==> config.mk <==
export PLATFORM = sky130hd
export DESIGN_NAME = q_wr_arbiter
export DESIGN_NICKNAME = d
export VERILOG_FILES = /design/src/rtl/q_arb_pkg.sv /design/src/rtl/q_wr_arbiter_rr_prio_pick.sv /design/src/rtl/q_wr_arbiter.sv
export SDC_FILE = /design/constraint.sdc
export NUM_CORES = 1
export LEC_CHECK = 0
export ABC_AREA = 0
export BUFFER_PORTS_ARGS = -buffer_cell sky130_fd_sc_hd__buf_2
export CORE_ASPECT_RATIO = 1.25
export CORE_MARGIN = 4
export CORE_UTILIZATION = 35
export CTS_CLUSTER_DIAMETER = 60
export DETAILED_ROUTE_END_ITERATION = 12
export GPL_TIMING_DRIVEN = 0
export PLACE_DENSITY_LB_ADDON = 0.25
export SLEW_MARGIN = 20
export SYNTH_ARGS = -nofsm -noshare
export SYNTH_HDL_FRONTEND = slang
export SYNTH_SLANG_ARGS = --single-unit
export TNS_END_PERCENT = 20
==> constraint.sdc <==
create_clock -name clk -period 2.01 [get_ports clk]
set_input_delay 0.1005 -clock clk [delete_from_list [all_inputs] [get_ports clk]]
set_output_delay 0.1005 -clock clk [all_outputs]
set_load 0.01 [all_outputs]
==> src/rtl/q_arb_pkg.sv <==
// Shared types and helpers for the circ_q write arbiter and its priority picker.
package q_arb_pkg;

   // Largest requester count the picker helper supports.
   localparam int MAX_REQ       = 16;
   // Default longest lock a single producer may hold, in beats.
   localparam int DEF_MAX_BURST = 8;

   typedef enum logic {
      IDLE  = 1'b0,
      BURST = 1'b1
   } arb_state_e;

   typedef struct packed {
      logic       found;
      logic [3:0] idx;
   } rr_pick_t;

   // First set bit of req, searching ptr, ptr+1, ... modulo n.
   function automatic rr_pick_t rr_pick(input logic [MAX_REQ-1:0] req,
                                        input logic [3:0]         ptr,
                                        input int unsigned        n);
      rr_pick_t    res;
      int unsigned k;
      res = '0;
      for (int unsigned i = 0; i < MAX_REQ; i++) begin
         k = (int'(ptr) + i) % n;
         if ((i < n) && !res.found && req[4'(k)]) begin
            res.found = 1'b1;
            res.idx   = 4'(k);
         end
      end
      return res;
   endfunction

endpackage

==> src/rtl/q_wr_arbiter_rr_prio_pick.sv <==
// Rotating-priority encoder: picks the first active request at or after ptr.
module rr_prio_pick
   import q_arb_pkg::*;
#(
   parameter int NUM_REQ = 4,
   parameter int ID_W    = 2
) (
   input  logic [NUM_REQ-1:0] req,
   input  logic [ID_W-1:0]    ptr,
   output logic               found,
   output logic [ID_W-1:0]    idx
);

   rr_pick_t pick;

   // Rotate-search the request vector starting from ptr.
   always_comb begin
      pick  = rr_pick(MAX_REQ'(req), 4'(ptr), NUM_REQ);
      found = pick.found;
      idx   = ID_W'(pick.idx);
   end

endmodule

==> src/rtl/q_wr_arbiter.sv <==
// Round-robin write arbiter sharing one circ_q among NUM_REQ producers,
// with an optional packet lock so a producer's beats are not interleaved.
module q_wr_arbiter
   import q_arb_pkg::*;
#(
   parameter int NUM_REQ   = 4,
   parameter int WORD_SZ   = 32,
   parameter int MAX_BURST = DEF_MAX_BURST,
   parameter int ID_W      = 2
) (
   input  logic                       clk,
   input  logic                       rst,
   input  logic [NUM_REQ-1:0]         req,
   input  logic [NUM_REQ-1:0]         last,
   input  logic [NUM_REQ*WORD_SZ-1:0] data_in,
   input  logic                       q_full,
   output logic [NUM_REQ-1:0]         gnt,
   output logic [ID_W-1:0]            gnt_id,
   output logic                       locked,
   output logic                       q_wr,
   output logic [WORD_SZ-1:0]         q_data
);

   if (ID_W != $clog2(NUM_REQ)) begin : g_bad_id_w
      $error("q_wr_arbiter: ID_W must equal clog2(NUM_REQ)");
   end
   if (NUM_REQ < 2 || NUM_REQ > MAX_REQ) begin : g_bad_num_req
      $error("q_wr_arbiter: NUM_REQ must be in 2..16");
   end
   if (MAX_BURST < 1 || MAX_BURST > 255) begin : g_bad_max_burst
      $error("q_wr_arbiter: MAX_BURST must be in 1..255");
   end

   localparam bit CAN_LOCK = (MAX_BURST > 1);

   arb_state_e      state_q,     state_d;
   logic [ID_W-1:0] owner_q,     owner_d;
   logic [ID_W-1:0] rr_ptr_q,    rr_ptr_d;
   logic [7:0]      burst_cnt_q, burst_cnt_d;
   logic [ID_W-1:0] gnt_id_q,    gnt_id_d;
   logic            locked_q,    locked_d;

   logic            cand_found;
   logic [ID_W-1:0] cand_idx;
   logic            grant_en;
   logic [ID_W-1:0] grant_idx;
   logic [8:0]      burst_next;
   logic            burst_done;

   // Successor index, wrapping at NUM_REQ rather than 2^ID_W.
   function automatic logic [ID_W-1:0] next_idx(input logic [ID_W-1:0] i);
      return (i == ID_W'(NUM_REQ - 1)) ? '0 : i + ID_W'(1);
   endfunction

   rr_prio_pick #(
      .NUM_REQ (NUM_REQ),
      .ID_W    (ID_W)
   ) u_pick (
      .req   (req),
      .ptr   (rr_ptr_q),
      .found (cand_found),
      .idx   (cand_idx)
   );

   // Same-cycle grant: the owner alone while locked, else the round-robin candidate.
   always_comb begin
      grant_idx = (state_q == BURST) ? owner_q : cand_idx;
      grant_en  = !rst && !q_full &&
                  ((state_q == BURST) ? req[owner_q] : cand_found);
      gnt       = grant_en ? (NUM_REQ'(1) << grant_idx) : '0;
      q_wr      = grant_en;
      q_data    = grant_en ? data_in[grant_idx*WORD_SZ +: WORD_SZ] : '0;
   end

   // Next-state logic for the lock, burst counter and round-robin pointer.
   always_comb begin
      // NOTE: every variable gets a hold value first so no path leaves it
      // unassigned, which would infer a latch.
      state_d     = state_q;
      owner_d     = owner_q;
      rr_ptr_d    = rr_ptr_q;
      burst_cnt_d = burst_cnt_q;
      gnt_id_d    = gnt_id_q;
      burst_next  = {1'b0, burst_cnt_q} + 9'd1;
      burst_done  = last[owner_q] || (burst_next >= 9'(MAX_BURST));

      if (grant_en) begin
         gnt_id_d = grant_idx;
         if (state_q == IDLE) begin
            if (CAN_LOCK && !last[cand_idx]) begin
               state_d     = BURST;
               owner_d     = cand_idx;
               burst_cnt_d = 8'd1;
            end else begin
               rr_ptr_d = next_idx(cand_idx);
            end
         end else if (burst_done) begin
            state_d     = IDLE;
            rr_ptr_d    = next_idx(owner_q);
            burst_cnt_d = 8'd0;
         end else begin
            burst_cnt_d = burst_next[7:0];
         end
      end

      locked_d = (state_d == BURST);
   end

   // State registers with synchronous reset.
   always_ff @(posedge clk) begin
      // NOTE: non-blocking assignments so every flop samples the pre-edge
      // value of the others, independent of statement order.
      if (rst) begin
         state_q     <= IDLE;
         owner_q     <= '0;
         rr_ptr_q    <= '0;
         burst_cnt_q <= 8'd0;
         gnt_id_q    <= '0;
         locked_q    <= 1'b0;
      end else begin
         state_q     <= state_d;
         owner_q     <= owner_d;
         rr_ptr_q    <= rr_ptr_d;
         burst_cnt_q <= burst_cnt_d;
         gnt_id_q    <= gnt_id_d;
         locked_q    <= locked_d;
      end
   end

   assign gnt_id = gnt_id_q;
   assign locked = locked_q;

endmodule

; Word-level counts from Yosys, hierarchy flattened
; Cells that the tools add are included.
[totals]
latchBits = 0
mem_bits_ro = 0
output_inout_bits = 40
in_bits = 139
mem_bits_rw = 0
register_bits = 15
n_memories = 0
[op_classes]
addsub = 6
reduce_logical = 15
shifts = 2
n_mux = 33
n_lt_le_gt_ge = 7
eq_ne = 4
multipliers = 0
n_bitwise = 2
div = 0
[ops]
columns = operator, count
row1 = 128-bit by 8-bit indexed part select with 32-bit output, 1
row2 = 32-bit 2-to-1 mux, 1
row3 = 8-bit 2-to-1 mux, 3
row4 = "2-bit by 5-bit < comparator with 1-bit output, second input constant", 4
row5 = 5-bit 2-to-1 mux, 4
row6 = 1-bit binary-select mux with 2-bit select, 7
row7 = 2-bit 2-to-1 mux, 6
row8 = 1-bit 2-to-1 mux, 11
row9 = "8-bit by 1-bit adder with 9-bit output, second input constant", 1
row10 = "9-bit by 4-bit >= comparator with 1-bit output, second input constant", 1
row11 = "2-bit by 1-bit adder with 2-bit output, second input constant", 3
row12 = "2-bit by 3-bit < comparator with 1-bit output, second input constant", 2
row13 = 3-bit AND reduction, 2
row14 = 1-bit logical AND, 5
row15 = 1-bit zero test, 5
row16 = "2-bit adder, second input constant", 2
row17 = "2-bit == test, second input constant", 2
row18 = 4-bit 2-to-1 mux, 1
row19 = "1-bit by 2-bit left shift with 4-bit output, first input constant", 1
row20 = "2-bit by 1-bit != test with 1-bit output, second input constant", 1
row21 = "2-bit != test, second input constant", 1
row22 = 1-bit NOT, 2
row23 = 2-bit AND reduction, 1
row24 = 2-bit nonzero test, 1
row25 = 1-bit logical OR, 1

; Logic depth before layout (Yosys ltp)
[depth]
word_depth = 16
ltp_mapped = 10

; By module
; Synthesis repeated with hierarchy kept, for this count alone.
[unflattened]
cells_unflattened = 182
hier_area_um2 = 1990.7
[modules_own_cells]
columns = module, area_each_um2, seq_area_each_um2, cells_per_inst, n_inst
row1 = q_wr_arbiter, 1913.1, 300.3, 167, 1
row2 = rr_prio_pick, 77.6, 0.0, 15, 1

; Worst setup path before layout
; No wires, ideal clock.
[synth_path]
path_type = register to register
start = register owner_q[0]
end = register burst_cnt_q[3]
slack_ps = -73
t_arrival_ps = 2018
setup_time_ps = 65
stages_incl_launch_ff = 9
synth_period_minus_slack_ps = 2083
path_cell_list = dfxtp_1 mux4_2 nor2_1 or2_1 buf_6 inv_2 and4_4 or4_4 nor2_1
[synth_via]
elab_chain_cells = 5
elab_cells_between_ends = 10
cone_classes = 7 x mux / 3 x reduce/logical
[synth_lines]
columns = item, line
row1 = start: declaration, q_wr_arbiter.sv:37  ; logic [ID_W-1:0] owner_q, owner_d;
row2 = start signal: assignment, q_wr_arbiter.sv:122  ; owner_q <= owner_d;
row3 = "1-bit binary-select mux with 2-bit select, on equally long branches", "q_wr_arbiter.sv:85, q_wr_arbiter.sv:69"
row4 = "1-bit 2-to-1 mux, on equally long branches", "q_wr_arbiter.sv:85, q_wr_arbiter.sv:69"
row5 = 1-bit logical OR or 1-bit 2-to-1 mux (tied branches), "q_wr_arbiter.sv:85, q_wr_arbiter.sv:69"
row6 = 8-bit 2-to-1 mux or 1-bit logical AND (tied branches), "q_wr_arbiter.sv:97, q_wr_arbiter.sv:68"
row7 = 8-bit 2-to-1 mux or 2-bit AND reduction (tied branches), --
row8 = end signal: assignment, q_wr_arbiter.sv:124  ; burst_cnt_q <= burst_cnt_d;
row9 = end: declaration, q_wr_arbiter.sv:39  ; logic [7:0] burst_cnt_q, burst_cnt_d;
; Parallel ways exist; a longest one is shown, timed or not. The select of a mux whose other input is x is not followed.
; A chain may end at the register's enable or synchronous reset.

; Worst setup path after layout
[layout_path]
start = register rr_ptr_q[0]
end = output port q_data[21]
[layout_via]
elab_chain_cells = 15
elab_cells_between_ends = 26
cone_classes = 3 x add/sub / 1 x shift / 15 x mux / 7 x reduce/logical
[layout_lines]
columns = item, line
row1 = start: declaration, q_wr_arbiter.sv:38  ; logic [ID_W-1:0] rr_ptr_q, rr_ptr_d;
row2 = start signal: assignment, q_wr_arbiter.sv:123  ; rr_ptr_q <= rr_ptr_d;
row3 = "parallel branches: the longest is 11 deep, another holds 2-bit by 1-bit adder with 2-bit output", --
row4 = 5-bit 2-to-1 mux (*), q_arb_pkg.sv:28  ; if ((i < n) && !res.found && req[4'(k)]) begin
row5 = 2-bit 2-to-1 mux or 1-bit 2-to-1 mux (tied branches), "q_wr_arbiter.sv:67, q_wr_arbiter.sv:69"
row6 = 128-bit by 8-bit indexed part select with 32-bit output or 1-bit logical AND (tied branches), "q_wr_arbiter.sv:72, q_wr_arbiter.sv:68"
row7 = 32-bit 2-to-1 mux (*), q_wr_arbiter.sv:72  ; q_data = grant_en ? data_in[grant_idx*WORD_SZ +: WORD_SZ] : '0;
row8 = end: declaration, q_wr_arbiter.sv:21  ; output logic [WORD_SZ-1:0] q_data
; Mark *: on every way between the ends. The select of a mux whose other input is x is not followed.

==> results_dict.tcl <==
set metrics [dict create \
    area_delta_synth_final_pct 75.39 \
    grt_max_degree 11 \
    insertion_delay_ns 0.25 \
    cts.clk_slew.worst_paths_ns 0.07 \
    synth_commonest_cells "32 x and2_1, 32 x mux4_2, 17 x nor2_1" \
    cap_violations 0 \
    vias 2411 \
    nFillCells 468 \
    start_kind "register" \
    final_area_um2 3522 \
    slew-limit-headroom_pct 70.53 \
    chipWidth_um 75.75 \
    io_buffers 178 \
    period_needed_ns 2.425 \
    worst-setup-path-type "register to primary output" \
    synth_flop_cell "dfxtp_1" \
    syn_area_um2 2008 \
    clock_path_buffers 2 \
    chipHeight_um 92.69 \
    drive_gt1_share_pct 74.36 \
    synth_area_leaders "mux4_2 36%, dfxtp_1 15%, and2_1 10%, buf_6 4.5%, nor2_1 3.2%" \
    fmax_mhz 412.4 \
    syn-num-nets 332 \
    synth_cell_types 50 \
    worst_pin_slew_ns 0.4364 \
    hold_path_class "input pin to register" \
    start_util_pct 36.64 \
    cts-root-buf "clkbuf_8" \
    vias_per_cell 5.311 \
    grt_pass1_wl_mm 11.76 \
    nNetsFinal 533 \
    synth-edff-count 0 \
    synth_area_per_cell_um2 10.57 \
    dp_hpwl_mm 6.562 \
    htreeDepth 1 \
    power_density_nw_per_um2 486.9 \
    hold_viol 0 \
    grt_pass1_vias 2477 \
    whs_ns 0.1318 \
    multi_input_area_um2 1673 \
    syn-instance-count 190 \
    status "finished, violations left" \
    worstPathMaxFanout 10 \
    drt_iter0_drc 61 \
    seq_area_um2 311.5 \
    ir_drop_v 0.0003280 \
    placed_area_um2 2990 \
    drc 0 \
    final-setup-viol-count 45 \
    grt_usage_pct 21.39 \
    violations "setup timing" \
    synth_seq_cells 15 \
    antenna_found_initial 0 \
    rsz0062_at_grt "true" \
    io_pins 179 \
    wl_mm 8.397 \
    cp-end-kind "primary output" \
    grt_overflow 0 \
    leakage_nw 1.716 \
    place_ws_ns -0.4024 \
    seq_area_frac_synth_pct 14.95 \
    gp_congestion 0.8203 \
    required_ns 1.91 \
    ant_nets 0 \
    first_pass_iters 4 \
    period_share_pct 120.6 \
    wire_per_inst_um 18.50 \
    worst_slack_ns -0.4149 \
    dieArea_um2 7021 \
    cts_tree "done" \
    worst_clock_skew_ns 0.007484 \
    core-area_um2 5480 \
    numCtsBuffers 3 \
    yosys.area.top_type "mux4_2" \
    slew_viol_final 0 \
    yosysTopAreaCellShare_pct 35.89 \
    yosysWarnings 0 \
    async_reset_ff_share_pct 0 \
    num_rows 30 \
    clkSinkCount 15 \
    n_antenna_cell 0 \
    crit_arrival_ns 2.32 \
]
-- cells in the final DEF, fill, tap and decap left out, drive strengths merged, types with 3 or more instances in the layout --
| master | count |
|---|---|
| buf | 205 |
| nor2b | 3 |
| a21oi | 5 |
| o21ai | 4 |
| inv | 10 |
| clkbuf | 9 |
| nand2 | 6 |
| nand3 | 4 |
| dfxtp | 15 |
| nor3 | 4 |
| and2 | 32 |
| mux2i | 3 |
| ha | 3 |
| mux4 | 34 |
| nor2 | 17 |
-- layout make-up --
class                      count  share of cell area (%)
buffer                        14                   5.186
clock buffer                   4                   1.279
inverter                      10                   1.208
multi-input combinational    151                   47.50
sequential                    15                   8.845
tap                           64                   2.274
timing repair buffer         196                   33.71
-- through the flow --
step | power, mW | util [%] | setup TNS [ns] | instances
3_5_place_dp | 1.199 | 54.57 | -12.83 | 432
2_1_floorplan | 0.9091 | - | 0 | 190
6_report | 1.715 | 64.27 | -13.81 | 454
3_3_place_gp | 1.185 | 54.57 | -11.03 | 432
4_1_cts | 1.600 | 60.30 | -12.63 | 449
5_1_grt | 1.815 | 64.27 | -17.79 | 454
-- report_power, final --
group          total [mW]  internal, mW  leakage (nW)  switching [mW]
registers           0.340         0.315         0.124          0.0250
clock network       0.250         0.141        0.0228           0.110
logic                1.12         0.692          1.57           0.433
-- timing repair --
item | CTS | global route
buffers inserted | 11 | 3
hold endpoints to repair | 0 | 0
gates resized for setup | 45 | 40
hold buffers | 0 | 0
setup endpoints to repair | 46 | 47
gates cloned | 2 | 2
pin swaps | 26 | 5
-- worst paths after layout --
path                       start              to  slack, ns  cells after the start
setup reg to reg      owner_q[0]  burst_cnt_q[4]      -0.20                      8
hold reg to reg   burst_cnt_q[7]  burst_cnt_q[7]       0.43                      2
hold / removal               rst       gnt_id[1]       0.13                      2
setup / recovery     rr_ptr_q[0]      q_data[21]      -0.41                      9
-- registers in the layout, summed over array words and instances, names as in the netlist --
signal       count
rr_ptr_q         2
burst_cnt_q      8
gnt_id           2
locked           1
owner_q          2
-- worst max-delay path, cell delays in order (launching register included) --
cell and delay, ns:
dfxtp_4 0.38, nor2b_4 0.05, o21ba_4 0.21, nor3_4 0.17, a21o_1 0.13, buf_8 0.17
buf_12 0.16, mux4_2 0.51, and2_4 0.17, buf_6 0.11
-- layer usage --
layer  track usage (%)  vias up  part of all wire [%]
met5                 0        -                     0
met1             23.21     1153                    33
met3             5.103       11                    11
met2             41.00      112                    55
li1                  -     1135                     -
met4             2.915        0                   1.5
-- logic make-up (layout without fill, tap and decap cells) --
| logic type | after synthesis | in the layout | share of synthesized area (%) |
|---|---|---|---|
| compound gates | 25 | 25 | 9.534 |
| buf+inv | 24 | 224 | 7.601 |
| mux | 39 | 39 | 41.31 |
| xor+xnor | 1 | 1 | 0.4362 |
| flops | 15 | 15 | 14.95 |
| fa+ha+maj | 3 | 3 | 1.869 |
| simple gates | 83 | 83 | 24.30 |
Note: power is estimated with default switching activity, not from simulation.
